### src/rtl/urv_divide_iter_if.sv
// ---------------------------------------------------------------------------
// urv_divide_iter_if
//   Groups the execute-stage divider signals into one bundle.
//   Signal names carry their direction as seen from the divider.
//   x_stall_i      pipeline stall (may include the divider's own request)
//   x_kill_i       flush of the instruction in execute
//   x_stall_req_o  stall request from the divider
//   d_valid_i      decode instruction valid
//   d_is_divide_i  instruction is DIV/DIVU/REM/REMU
//   d_fun_i        funct3 (100 DIV, 101 DIVU, 110 REM, 111 REMU)
//   d_rs1_i        dividend
//   d_rs2_i        divisor
//   x_rd_o         result for writeback
//   x_busy_o       divider not idle
//   Modports: slave = divider, master = pipeline / testbench.
// ---------------------------------------------------------------------------
interface urv_divide_iter_if #(
    parameter int XLEN = 32
);
    logic            x_stall_i;
    logic            x_kill_i;
    logic            x_stall_req_o;
    logic            d_valid_i;
    logic            d_is_divide_i;
    logic [2:0]      d_fun_i;
    logic [XLEN-1:0] d_rs1_i;
    logic [XLEN-1:0] d_rs2_i;
    logic [XLEN-1:0] x_rd_o;
    logic            x_busy_o;

    modport slave (
        input  x_stall_i, x_kill_i, d_valid_i, d_is_divide_i, d_fun_i, d_rs1_i, d_rs2_i,
        output x_stall_req_o, x_rd_o, x_busy_o
    );

    modport master (
        output x_stall_i, x_kill_i, d_valid_i, d_is_divide_i, d_fun_i, d_rs1_i, d_rs2_i,
        input  x_stall_req_o, x_rd_o, x_busy_o
    );
endinterface

### src/rtl/urv_divide_iter.sv
// ---------------------------------------------------------------------------
// urv_divide_iter
//   Multi-cycle RV32M divider (DIV/DIVU/REM/REMU) for the execute stage.
//   Restoring division on magnitudes, BITS_PER_CYCLE quotient bits per
//   cycle, sign fix-up in a final cycle. Divide-by-zero and signed overflow
//   finish in a single cycle.
//   Ports:
//     clk_i  clock
//     rst_i  synchronous reset, active high
//     dif    divider bus (slave modport of urv_divide_iter_if)
// ---------------------------------------------------------------------------
module urv_divide_iter #(
    parameter int XLEN           = 32,
    parameter int BITS_PER_CYCLE = 1
) (
    input  logic                clk_i,
    input  logic                rst_i,
    urv_divide_iter_if.slave    dif
);
    localparam int ITER = XLEN / BITS_PER_CYCLE;
    localparam int CW   = (ITER > 1) ? $clog2(ITER) : 1;

    typedef enum logic [1:0] {S_IDLE, S_BUSY, S_FIX, S_DONE} state_e;

    state_e          state_q, state_d;
    logic [CW-1:0]   cnt_q, cnt_d;
    logic            is_rem_q, is_rem_d;
    logic            rs1_neg_q, rs1_neg_d;   // remainder must be negated
    logic            quo_neg_q, quo_neg_d;   // quotient must be negated
    logic [XLEN-1:0] rem_q, rem_d;
    logic [XLEN-1:0] quo_q, quo_d;           // holds dividend bits, shifted out as quotient fills in
    logic [XLEN-1:0] div_q, div_d;
    logic [XLEN-1:0] rd_q, rd_d;

    logic            start;
    logic            is_signed;
    logic [XLEN-1:0] rs1_abs, rs2_abs;
    logic [XLEN:0]   trial;
    logic [XLEN-1:0] rem_s [BITS_PER_CYCLE+1];
    logic [XLEN-1:0] quo_s [BITS_PER_CYCLE+1];

    assign start     = dif.d_valid_i & dif.d_is_divide_i & ~dif.x_kill_i;
    assign is_signed = ~dif.d_fun_i[0];
    assign rs1_abs   = (is_signed & dif.d_rs1_i[XLEN-1]) ? -dif.d_rs1_i : dif.d_rs1_i;
    assign rs2_abs   = (is_signed & dif.d_rs2_i[XLEN-1]) ? -dif.d_rs2_i : dif.d_rs2_i;

    // ---- state / datapath registers ----
    always_ff @(posedge clk_i) begin
        if (rst_i) begin
            state_q   <= S_IDLE;
            cnt_q     <= '0;
            is_rem_q  <= 1'b0;
            rs1_neg_q <= 1'b0;
            quo_neg_q <= 1'b0;
            rem_q     <= '0;
            quo_q     <= '0;
            div_q     <= '0;
            rd_q      <= '0;
        end else begin
            state_q   <= state_d;
            cnt_q     <= cnt_d;
            is_rem_q  <= is_rem_d;
            rs1_neg_q <= rs1_neg_d;
            quo_neg_q <= quo_neg_d;
            rem_q     <= rem_d;
            quo_q     <= quo_d;
            div_q     <= div_d;
            rd_q      <= rd_d;
        end
    end

    // ---- next state ----
    always_comb begin
        state_d = state_q;
        if (dif.x_kill_i) begin
            state_d = S_IDLE;
        end else begin
            case (state_q)
                S_IDLE: begin
                    if (start) begin
                        if (dif.d_rs2_i == '0)
                            state_d = S_DONE;
                        else if (is_signed && dif.d_rs1_i == {1'b1, {(XLEN-1){1'b0}}} &&
                                 dif.d_rs2_i == '1)
                            state_d = S_DONE;
                        else
                            state_d = S_BUSY;
                    end
                end
                S_BUSY:  if (cnt_q == '0) state_d = S_FIX;
                S_FIX:   state_d = S_DONE;
                S_DONE:  if (!dif.x_stall_i) state_d = S_IDLE;
                default: state_d = S_IDLE;
            endcase
        end
    end

    // ---- datapath next values ----
    always_comb begin
        cnt_d     = cnt_q;
        is_rem_d  = is_rem_q;
        rs1_neg_d = rs1_neg_q;
        quo_neg_d = quo_neg_q;
        rem_d     = rem_q;
        quo_d     = quo_q;
        div_d     = div_q;
        rd_d      = rd_q;
        trial     = '0;

        // Restoring steps: shift the next dividend bit into the partial
        // remainder, keep the difference if it did not borrow.
        rem_s[0] = rem_q;
        quo_s[0] = quo_q;
        for (int i = 0; i < BITS_PER_CYCLE; i++) begin
            trial = {rem_s[i], quo_s[i][XLEN-1]} - {1'b0, div_q};
            if (trial[XLEN]) begin
                rem_s[i+1] = {rem_s[i][XLEN-2:0], quo_s[i][XLEN-1]};
                quo_s[i+1] = {quo_s[i][XLEN-2:0], 1'b0};
            end else begin
                rem_s[i+1] = trial[XLEN-1:0];
                quo_s[i+1] = {quo_s[i][XLEN-2:0], 1'b1};
            end
        end

        // A kill must leave rd untouched, so nothing updates under kill.
        if (!dif.x_kill_i) begin
            case (state_q)
                S_IDLE: begin
                    if (start) begin
                        is_rem_d  = dif.d_fun_i[1];
                        rs1_neg_d = is_signed & dif.d_rs1_i[XLEN-1];
                        quo_neg_d = is_signed & (dif.d_rs1_i[XLEN-1] ^ dif.d_rs2_i[XLEN-1]);
                        if (dif.d_rs2_i == '0) begin
                            rd_d = dif.d_fun_i[1] ? dif.d_rs1_i : '1;
                        end else if (is_signed && dif.d_rs1_i == {1'b1, {(XLEN-1){1'b0}}} &&
                                     dif.d_rs2_i == '1) begin
                            rd_d = dif.d_fun_i[1] ? '0 : dif.d_rs1_i;
                        end else begin
                            rem_d = '0;
                            quo_d = rs1_abs;
                            div_d = rs2_abs;
                            cnt_d = CW'(ITER - 1);
                        end
                    end
                end
                S_BUSY: begin
                    rem_d = rem_s[BITS_PER_CYCLE];
                    quo_d = quo_s[BITS_PER_CYCLE];
                    cnt_d = cnt_q - 1'b1;
                end
                S_FIX: begin
                    if (is_rem_q)
                        rd_d = rs1_neg_q ? -rem_q : rem_q;
                    else
                        rd_d = quo_neg_q ? -quo_q : quo_q;
                end
                default: ;
            endcase
        end
    end

    // ---- outputs ----
    always_comb begin
        dif.x_stall_req_o = 1'b0;
        if (!dif.x_kill_i) begin
            case (state_q)
                S_IDLE:       dif.x_stall_req_o = start;
                S_BUSY, S_FIX: dif.x_stall_req_o = 1'b1;
                default:      dif.x_stall_req_o = 1'b0;
            endcase
        end
        dif.x_busy_o = (state_q != S_IDLE);
        dif.x_rd_o   = rd_q;
    end
endmodule

### src/flat_wrapper.sv
// flat-port wrapper written by rule: the top's interface ports become plain ports
module urv_divide_iter_flat 
#(
    parameter int XLEN           = 32,
    parameter int BITS_PER_CYCLE = 1
)
  (clk_i, rst_i, dif_x_stall_i, dif_x_kill_i, dif_d_valid_i, dif_d_is_divide_i, dif_d_fun_i, dif_d_rs1_i, dif_d_rs2_i, dif_x_stall_req_o, dif_x_rd_o, dif_x_busy_o);
  urv_divide_iter_if #(.XLEN(XLEN)) dif_i ();
  input  logic clk_i;
  input  logic rst_i;
  input wire logic [$bits(dif_i.x_stall_i)-1:0] dif_x_stall_i;
  input wire logic [$bits(dif_i.x_kill_i)-1:0] dif_x_kill_i;
  input wire logic [$bits(dif_i.d_valid_i)-1:0] dif_d_valid_i;
  input wire logic [$bits(dif_i.d_is_divide_i)-1:0] dif_d_is_divide_i;
  input wire logic [$bits(dif_i.d_fun_i)-1:0] dif_d_fun_i;
  input wire logic [$bits(dif_i.d_rs1_i)-1:0] dif_d_rs1_i;
  input wire logic [$bits(dif_i.d_rs2_i)-1:0] dif_d_rs2_i;
  output wire logic [$bits(dif_i.x_stall_req_o)-1:0] dif_x_stall_req_o;
  output wire logic [$bits(dif_i.x_rd_o)-1:0] dif_x_rd_o;
  output wire logic [$bits(dif_i.x_busy_o)-1:0] dif_x_busy_o;
  assign dif_i.x_stall_i = dif_x_stall_i;
  assign dif_i.x_kill_i = dif_x_kill_i;
  assign dif_i.d_valid_i = dif_d_valid_i;
  assign dif_i.d_is_divide_i = dif_d_is_divide_i;
  assign dif_i.d_fun_i = dif_d_fun_i;
  assign dif_i.d_rs1_i = dif_d_rs1_i;
  assign dif_i.d_rs2_i = dif_d_rs2_i;
  assign dif_x_stall_req_o = dif_i.x_stall_req_o;
  assign dif_x_rd_o = dif_i.x_rd_o;
  assign dif_x_busy_o = dif_i.x_busy_o;
  urv_divide_iter #(.XLEN(XLEN), .BITS_PER_CYCLE(BITS_PER_CYCLE)) u_core (.clk_i(clk_i), .rst_i(rst_i), .dif(dif_i));
endmodule
### config.mk
export PLATFORM = sky130hd
export DESIGN_NAME = urv_divide_iter_flat
export DESIGN_NICKNAME = d
export VERILOG_FILES = /design/src/rtl/urv_divide_iter_if.sv /design/src/rtl/urv_divide_iter.sv /design/src/flat_wrapper.sv
export SDC_FILE = /design/constraint.sdc
export NUM_CORES = 1
export LEC_CHECK = 0
export CORE_ASPECT_RATIO = 0.7
export CORE_MARGIN = 4
export CORE_UTILIZATION = 55
export CTS_BUF_LIST = sky130_fd_sc_hd__clkbuf_8 sky130_fd_sc_hd__clkbuf_16
export CTS_CLUSTER_DIAMETER = 120
export DETAILED_ROUTE_END_ITERATION = 10
export DONT_BUFFER_PORTS = 1
export HOLD_SLACK_MARGIN = 0.06
export PLACE_DENSITY_LB_ADDON = 0.3
export SLEW_MARGIN = 20
export SYNTH_ARGS = -nofsm -noshare
export SYNTH_HDL_FRONTEND = slang
export SYNTH_SLANG_ARGS = --single-unit
export TNS_END_PERCENT = 100
### constraint.sdc
create_clock -name clk_i -period 5 [get_ports clk_i]
set_input_delay 0.75 -clock clk_i [delete_from_list [all_inputs] [get_ports clk_i]]
set_output_delay 0.75 -clock clk_i [all_outputs]
set_load 0.02 [all_outputs]
==> Word level (Yosys, flattened, before mapping) <==
Cells that the tools add are included.
{ "word_totals": {"regBits": 138, "inputBits": 73, "out_inout_bits": 34} }
{ "op_classes": {"muxes": 33, "eq_ne": 11, "reduce_logical": 15, "n_addsub": 6, "bitwise_logic": 10} }
{ "op_table": {"columns": ["operator", "n"], "rows": [
  ["two-way mux 32 bit", 17],
  ["one-hot mux 32 bit (2 select lines)", 3],
  ["negation 32 bit", 4],
  ["equality test 32 bit (second input constant)", 2],
  ["subtractor 33 x 32 -> 33 bit", 1],
  ["logical NOT 32 bit", 1],
  ["two-way mux 5 bit", 3],
  ["two-way mux 2 bit", 5],
  ["one-hot mux 5 bit (2 select lines)", 1],
  ["AND reduction 5 bit", 2],
  ["one-hot mux 2 bit (4 select lines)", 1],
  ["inequality test 2 bit (second input constant)", 3],
  ["AND reduction 3 bit", 2],
  ["nonzero test 2 bit", 3],
  ["AND 1 bit", 5],
  ["logical NOT 5 bit", 1],
  ["subtractor 5 x 1 -> 5 bit (second input constant)", 1],
  ["equality test 2 bit (second input constant)", 2],
  ["inequality test 2 x 1 -> 1 bit (second input constant)", 2],
  ["NOT 1 bit", 4],
  ["AND reduction 4 bit", 1],
  ["OR reduction 2 bit", 2],
  ["inequality test 3 x 1 -> 1 bit (second input constant)", 1],
  ["equality test 2 x 1 -> 1 bit (second input constant)", 1],
  ["other kinds (5)", 7]
]} }

==> Longest topological paths before layout <==
Gate-level depths: netlist (run 1).
{ "logic_depth": {"ltp_word": 7, "mapped_depth": 14, "depth_no_buf": 13} }

==> Worst setup path before layout (run 1) <==
Ideal clock, no wire load.
{ "synth_path": {"path_type": "input-to-reg", "startpoint": "input port dif_d_rs2_i[8]", "endpoint": "register u_core.rem_q[31]", "t_arrival_ns": 3.175, "slack_ns": 1.680, "cell_stages": 12, "path_cell_list": "or4_4 -> or3_4 -> nor4b_4 -> and3_1 -> buf_2 -> o21ai_1 -> and3_1 -> buf_2 -> nor2b_4 -> and3_1 -> o21ai_1 -> o311ai_1"} }
{ "synth_via": {"elab_chain_len": 4, "elab_cells_between_ends": 6, "classes_between": "eq/ne (3); reduce/logical (3)"} }
{ "synth_lines": {"columns": ["element", "line_no", "rtl"], "rows": [
  ["start: declaration", "flat_wrapper.sv:17", "input wire logic [$bits(dif_i.d_rs2_i)-1:0] dif_d_rs2_i;"],
  ["equality test 32 bit", "urv_divide_iter.sv:136", "dif.d_rs2_i == '1) begin"],
  ["logical AND 1 bit", "urv_divide_iter.sv:135", "end else if (is_signed && dif.d_rs1_i == {1'b1, {(XLEN-1){1'b0}}} &&"],
  ["inequality test 2 bit (no line)", null, null],
  ["AND reduction 5 bit (no line) (*)", null, null],
  ["end signal: assignment", "urv_divide_iter.sv:65", "rem_q <= rem_d;"],
  ["end: declaration", "urv_divide_iter.sv:30", "logic [XLEN-1:0] rem_q, rem_d;"]
]} }
Mark *: on every way between the ends. The rest lies on a longest branch, timed or not.
A chain may end at the register's enable or synchronous reset.

==> Worst setup path in the final report (run 1) <==
{ "layout_path": {"startpoint": "register u_core.quo_q[31]", "endpoint": "register u_core.rem_q[25]"} }
{ "layout_via": {"elab_chain_len": 3} }
{ "layout_lines": {"columns": ["element", "line_no", "rtl"], "rows": [
  ["start: declaration", "urv_divide_iter.sv:31", "logic [XLEN-1:0] quo_q, quo_d;"],
  ["start signal: assignment", "urv_divide_iter.sv:66", "quo_q <= quo_d;"],
  ["subtractor 33 x 32 -> 33 bit", "urv_divide_iter.sv:115", "trial = {rem_s[i], quo_s[i][XLEN-1]} - {1'b0, div_q};"],
  ["two-way mux 32 bit", "urv_divide_iter.sv:116", "if (trial[XLEN]) begin"],
  ["one-hot mux 32 bit (2 select lines)", "urv_divide_iter.sv:127", "case (state_q)"]
]} }
No other way between the ends.

==> flow_summary.toml, run 1 <==
[clocking]
cts_sinks = 138
postCtsSetupRepairBufs = 0
post_cts_resized = 0
hold_buffers = 0
cts_root_buffer = "clkbuf_16"
cts.htree.levels = 4
numCtsBuffers = 17
clk_pin_slew_ns = 0.06
clk_path_buf_depth = 2
clkLatencyLatePin_ns = 0.44
cts_tree = "done"

[setup_path]
cp_max_fo = 28
crit_arrival_ns = 4.25
ff2ff_path_depth = 14
cp-end-kind = "flip-flop"
cp.required_ns = 5.37
worstSetupPathType = "flip-flop to flip-flop"
start_kind = "flip-flop"

[die]
fp.dieH_um = 126
dieArea_um2 = 22200
core_um2 = 19200
num_rows = 42
start_util_pct = 56.8
die_w_um = 176
io_pins = 107

[synthesis]
synth_edf_count = 0
syn_area_um2 = 10900
yosys_warnings = 0
synthTopCellsByArea = "dfxtp_1 (25%), xnor2_1 (6.7%), nand2_1 (5.9%)"
yosys.area.top_type = "dfxtp_1"
synthTopCellsByCount = "nand2_1 (170), nor2_1 (168), dfxtp_1 (138), a21oi_1 (119), o21ai_0 (96)"
avgSynthCellArea_um2 = 7.37
synth-seq-cells = 138
ys_seq_area_share_pct = 25.4
yosys.cell_count.top_type = "nand2_1"
async_reset_ff_share_pct = 0
synth_top_flop_cell = "dfxtp_1"
synth_nets = 1597
yosys.area.top_type_share_pct = 25.4
synthDistinctLibCells = 70
synthCells = 1479

[cells_and_area]
nNetsFinal = 1537
finalNonFillerCells = 1692
fillers = 1773
multi_input_area_um2 = 7500
diodes = 0
area_delta_synth_final_pct = 5.14
drive_gt1_share_pct = 4.55
layout.area.seq_um2 = 2760

[routing]
ant_nets = 0
drc = 0
drt-pass1-iter-count = 6
via_per_inst = 6.27
wl_mm = 30.9
vias = 10615
routedWlPerCell_um = 18.3
drt_iter0_drc = 1230

[power]
internal_power_mw = 2.06
p_switching_mw = 0.835
leakagePower_nw = 4.19
swShare_pct = 28.9
p_seq_share_pct = 40.7
combPwrFrac_pct = 19.4
power_frac_clock_pct = 39.9
irDropWorstVdd_mv = 0.238
powerDensity_nw_per_um2 = 253

[global_route]
grt_use_total_pct = 27.7
grt_start_max_net_pins = 110
first_global_vias = 9763
antenna_found_initial = 0
grt_pass1_wl_mm = 50.9
grt_overflow = 0

[timing]
finalSetupTns_ns = 0
slew_violations = 0
max_freq_ghz = 0.257
slew_headroom_pct = 25.8
min_period_ns = 3.89
clock_skew_ns = 0.00724
finalHoldViolations = 0
tightest_slew_ns = 1.11
fin_crit_sh_pct = 77.7
rsz0062_at_grt = "false"
setup_viol = 0

[run]
cap_violations = 0

[placed_design]
place_inst = 1664
dp_hpwl_mm = 22.7
gp_congestion = 0.950
io_buffer_count = 0

[run_status]
status = "complete, no violations"

[worst_hold_path]
hold-path-cell-count = 1
holdCritPathClass = "input port to flip-flop"
## worst max-delay path: stages (launching register included)
cell	delay, ns
dfxtp_1	0.31
inv_1	0.13
ha_1	0.24
fa_1	0.41
nand2b_1	0.20
a21oi_1	0.21
o2111ai_1	0.19
a21oi_1	0.39
o311a_1	0.23
nor2_1	0.10
o21ai_2	0.33
xor2_4	0.16
buf_4	0.41
nand2_1	0.29
o21ai_1	0.19
## worst paths after layout
check / startpoint / to / slack, ns
setup / recovery: u_core.quo_q[31] / u_core.rem_q[25] / 1.11
hold reg to reg: u_core.div_q[31] / u_core.div_q[31] / 0.46
hold / removal: dif_x_kill_i / u_core.state_q[0] / 0.39
setup reg to reg: u_core.quo_q[31] / u_core.rem_q[25] / 1.11
## metal layers
layer  track usage (%)  vias to the layer above  routed length (um)
met5                 0                        -                   0
met4              8.57                        0                 586
met3              6.14                       52                2940
met2              40.5                      443               13000
met1              40.6                     4931               14400
li1                  -                     5189                   -
## layout make-up
| type | instances | share of cell area [%] |
|---|---|---|
| clock buffers | 19 | 3.95 |
| clock inverters | 9 | 0.568 |
| inverters | 59 | 1.93 |
| multi-input cells | 1186 | 65.4 |
| flip-flops and latches | 138 | 24.1 |
| well taps | 264 | 2.88 |
| repair buffers | 17 | 1.11 |
## layout by cell type, fill, tap and decap left out, drive strengths merged, types with 6 or more instances in the layout
master and count:
a222oi 8, or4 13, xnor2 83, inv 65, or2 6, nor4 18
o211ai 12, clkbuf 19, a21o 22, a211oi 73, a221oi 7, or3 16
nand4 14, nor3 46, o22ai 12, o41ai 15, buf 17, a21oi 119
nor2 169, nand2b 17, dfxtp 138, xor2 64, ha 44, o31ai 31
nand3 17, mux2i 28, nor2b 7, a31oi 8, o21ai 110, nand2 170
and3 10
## stage by stage
step	setup WS [ns]	hold WS [ns]	total power [mW]	area, um2	util, %
finish	1.11	0.391	2.89	11500	59.7
global placement	0.936	0.457	1.74	10900	57.0
detailed placement	0.837	0.460	1.75	10900	57.0
global route	0.785	0.385	3.03	11500	59.7
CTS	1.14	0.378	2.89	11500	59.7
floorplan	1.68	0.446	1.66	10900	-
## logic make-up after synthesis
kind of cell	Yosys count	synth area share, %
DFF	138	25.4
xor gates and xnor gates	147	12.0
adders and majority gates	45	5.24
muxes	29	2.68
AOI/OAI and AO/OA	453	26.8
and+or+nand+nor	512	22.1
buffers and inverters	155	5.91
## power by group through the flow
stage	Combinational, mW	Clock (mW)	Sequential (mW)
CTS	0.554	1.16	1.18
finish	0.562	1.16	1.18
global placement	0.540	0	1.20
floorplan	0.475	0	1.18
detailed placement	0.551	0	1.20
global route	0.623	1.22	1.18
## registers in the layout (all words and copies together), names as in the netlist
register and cells:
u_core.is_rem_q 1, u_core.rem_q 32, u_core.rs1_neg_q 1, u_core.cnt_q 5
u_core.dif.x_rd_o 32, u_core.quo_neg_q 1, u_core.state_q 2, u_core.div_q 32
u_core.quo_q 32
Note: power is estimated with default switching activity, not from simulation.
==> inputs of run 2 (changes only) <==
--- a/config.mk
+++ b/config.mk
@@ -5,6 +5,7 @@
 export SDC_FILE = /design/constraint.sdc
 export NUM_CORES = 1
 export LEC_CHECK = 0
+export ABC_AREA = 1
 export CORE_ASPECT_RATIO = 0.7
 export CORE_MARGIN = 4
 export CORE_UTILIZATION = 55
==> constraint.sdc (replaced) <==
create_clock -name clk_i -period 3.34 [get_ports clk_i]
set_input_delay 0.501 -clock clk_i [delete_from_list [all_inputs] [get_ports clk_i]]
set_output_delay 0.501 -clock clk_i [all_outputs]
set_load 0.02 [all_outputs]
==> run 2 against run 1 <==
Net effect:
- clock power rose by 67%
- area after synthesis rose by 20%
- core utilization rose by 0.39 points
- worst setup slack worse by 0.71 ns
- routed wire length increased by 44%
- critical path depth up 4
- power grew 75%
- combinational power increased by 140%
- cell count up 54%
- critical path type unchanged
- largest cell class unchanged
==> flow_summary.toml, run 2 <==
[timing]
clock_skew_ns = 0.00913
slew_violations = 0
tightest_slew_ns = 1.05
max_freq_ghz = 0.340
fin_crit_sh_pct = 87.9
finalSetupTns_ns = 0
slew_headroom_pct = 29.7
finalHoldViolations = 0
setup_viol = 0
rsz0062_at_grt = "false"
min_period_ns = 2.94

[synthesis]
yosys.area.top_type_share_pct = 21.1
yosys.area.top_type = "dfxtp_1"
avgSynthCellArea_um2 = 5.63
ys_seq_area_share_pct = 21.1
synth_nets = 2444
synthTopCellsByCount = "nand2_1 (714), inv_1 (287), nor2_1 (233), o21ai_0 (208), nand3_1 (200)"
synthCells = 2326
yosys_warnings = 0
synth-seq-cells = 138
yosys.cell_count.top_type = "nand2_1"
synth_edf_count = 0
syn_area_um2 = 13100
synthDistinctLibCells = 46
synth_top_flop_cell = "dfxtp_1"
synthTopCellsByArea = "dfxtp_1 (21%), nand2_1 (20%), inv_1 (8.2%)"
async_reset_ff_share_pct = 0

[cells_and_area]
final_cell_mix = "nand2_1 (714), inv_1 (286), nor2_1 (233)"
fillers = 2379
area_delta_synth_final_pct = 5.74
final_common_cell = "nand2_1"
drive_gt1_share_pct = 6.19
diodes = 0
finalNonFillerCells = 2605
nNetsFinal = 2398

[clocking]
clk_pin_slew_ns = 0.07
postCtsSetupRepairBufs = 0
cts_tree = "done"
clkLatencyLatePin_ns = 0.44
post_cts_resized = 0
numCtsBuffers = 17
cts_root_buffer = "clkbuf_16"
cts_sinks = 138
cts.htree.levels = 4
hold_buffers = 0
clk_path_buf_depth = 2

[global_route]
grt_start_max_net_pins = 82
grt_overflow = 0
grt_use_total_pct = 33.6
grt_pass1_wl_mm = 70.2
antenna_found_initial = 1
first_global_vias = 12999

[setup_path]
setup.worst_path.end = "u_core.rem_q[0]"
crit_path_max_incr_delay_ns = 0.41
worst-path-stages = 18
cp_max_fo = 31
start_kind = "flip-flop"
cp-end-kind = "flip-flop"
cpMostUsedCell = "nand2_1"
worst_path_max_delay_cell = "fa_1"
ff2ff_path_depth = 18
worstSetupPathType = "flip-flop to flip-flop"
worst-r2r-setup-slack_ns = 0.40
critPathTopFamily = "simple AND/OR/NAND/NOR gates"
crit_arrival_ns = 3.27
crit_buf_inv = 3
path_cells = "inv_1 -> ha_1 -> fa_1 -> inv_1 -> nand2_1 -> nand2_1 -> nand3_1 -> nand2_1 -> nand2_1 -> nand2_1 -> nand2_1 -> nand2_1 -> nand2_1 -> nand2_2 -> buf_4 -> nand2_1 -> nand3_1 -> a21oi_1"
timing.rr.end = "u_core.rem_q[0]"
r2r-start = "u_core.quo_q[31]"
crit_path_start = "u_core.quo_q[31]"
cp.required_ns = 3.67

[power]
swShare_pct = 36.1
p_switching_mw = 1.83
leakagePower_nw = 6.59
powerDensity_nw_per_um2 = 367
internal_power_mw = 3.24
irDropWorstVdd_mv = 0.384
p_seq_share_pct = 34.8
power_frac_clock_pct = 38.2
combPwrFrac_pct = 27.0

[run_status]
status = "complete, no violations"

[die]
dieArea_um2 = 26400
start_util_pct = 56.9
io_pins = 107
num_rows = 46
die_w_um = 192
core_um2 = 23000
fp.dieH_um = 137

[placed_design]
dp_hpwl_mm = 34.8
place_inst = 2573
io_buffer_count = 0
gp_congestion = 1.00

[routing]
route.met3.wl_mm = 5.84
drt_iter0_drc = 1795
drt-pass1-iter-count = 6
top_layer = "met5"
drt-met1-wl_mm = 20.5
via_per_inst = 5.72
wl_mm = 44.7
vias = 14907
drc = 0
ant_nets = 0
routedWlPerCell_um = 17.1
wl_met2_mm = 17.6

[worst_hold_path]
holdCritPathClass = "input port to flip-flop"

[run]
cap_violations = 0
-- run 2: kinds of logic after synthesis --
kind of cell	Yosys count	share of synthesized area, %
AND/OR/NAND/NOR	1252	40.1
flip-flops	138	21.1
adder cells (fa/ha/maj)	45	4.36
buffers and inverters	382	11.6
XOR/XNOR	67	4.48
AO/OA/AOI/OAI	442	18.3
-- run 2: power by group through the flow --
stage               registers [mW]  logic (mW)  clock network [mW]
CTS                           1.76        1.33                1.94
global route                  1.77        1.52                2.01
global placement              1.80        1.30                   0
detailed placement            1.80        1.32                   0
floorplan                     1.78        1.03                   0
finish                        1.77        1.37                1.94
-- run 2: worst min-delay path by stage --
stage	slack (ns)	endpoint	cells past startpoint	start
6_report	0.12	u_core.rem_q[2]	1	rst_i
5_1_grt	0.11	u_core.rem_q[1]	1	rst_i
4_1_cts	0.12	u_core.quo_q[1]	1	rst_i
3_5_place_dp	0.45	u_core.cnt_q[0]	1	u_core.cnt_q[0]
3_3_place_gp	0.44	u_core.cnt_q[0]	1	u_core.cnt_q[0]
2_1_floorplan	0.42	u_core.cnt_q[0]	1	u_core.cnt_q[0]
-- run 2: final cells by class --
class	instances	area (um2)	share of cell area, %
clock buffers	17	425	3.07
repair buffers	24	193	1.39
inverters	293	1100	7.95
well taps	312	390	2.82
clock inverters	15	166	1.20
multi-input cells	1806	8800	63.6
flip-flops and latches	138	2760	20.0
-- run 2: stage by stage --
stage                     power [mW]  setup slack [ns]  cell area, um2  hold WS [ns]  util, %
after floorplan                 2.81              1.09           13100         0.422        -
after global placement          3.10             0.535           13200         0.437     57.5
after detailed placement        3.12             0.430           13200         0.447     57.5
after CTS                       5.04             0.469           13800         0.119     60.1
after global routing            5.31             0.164           13800         0.114     60.1
final                           5.07             0.403           13800         0.117     60.1
-- run 2: layer usage --
layer	up-vias	GRT usage (%)
met5	-	0
met4	2	7.09
met3	62	9.46
met2	805	46.3
met1	6688	51.4
li1	7350	-
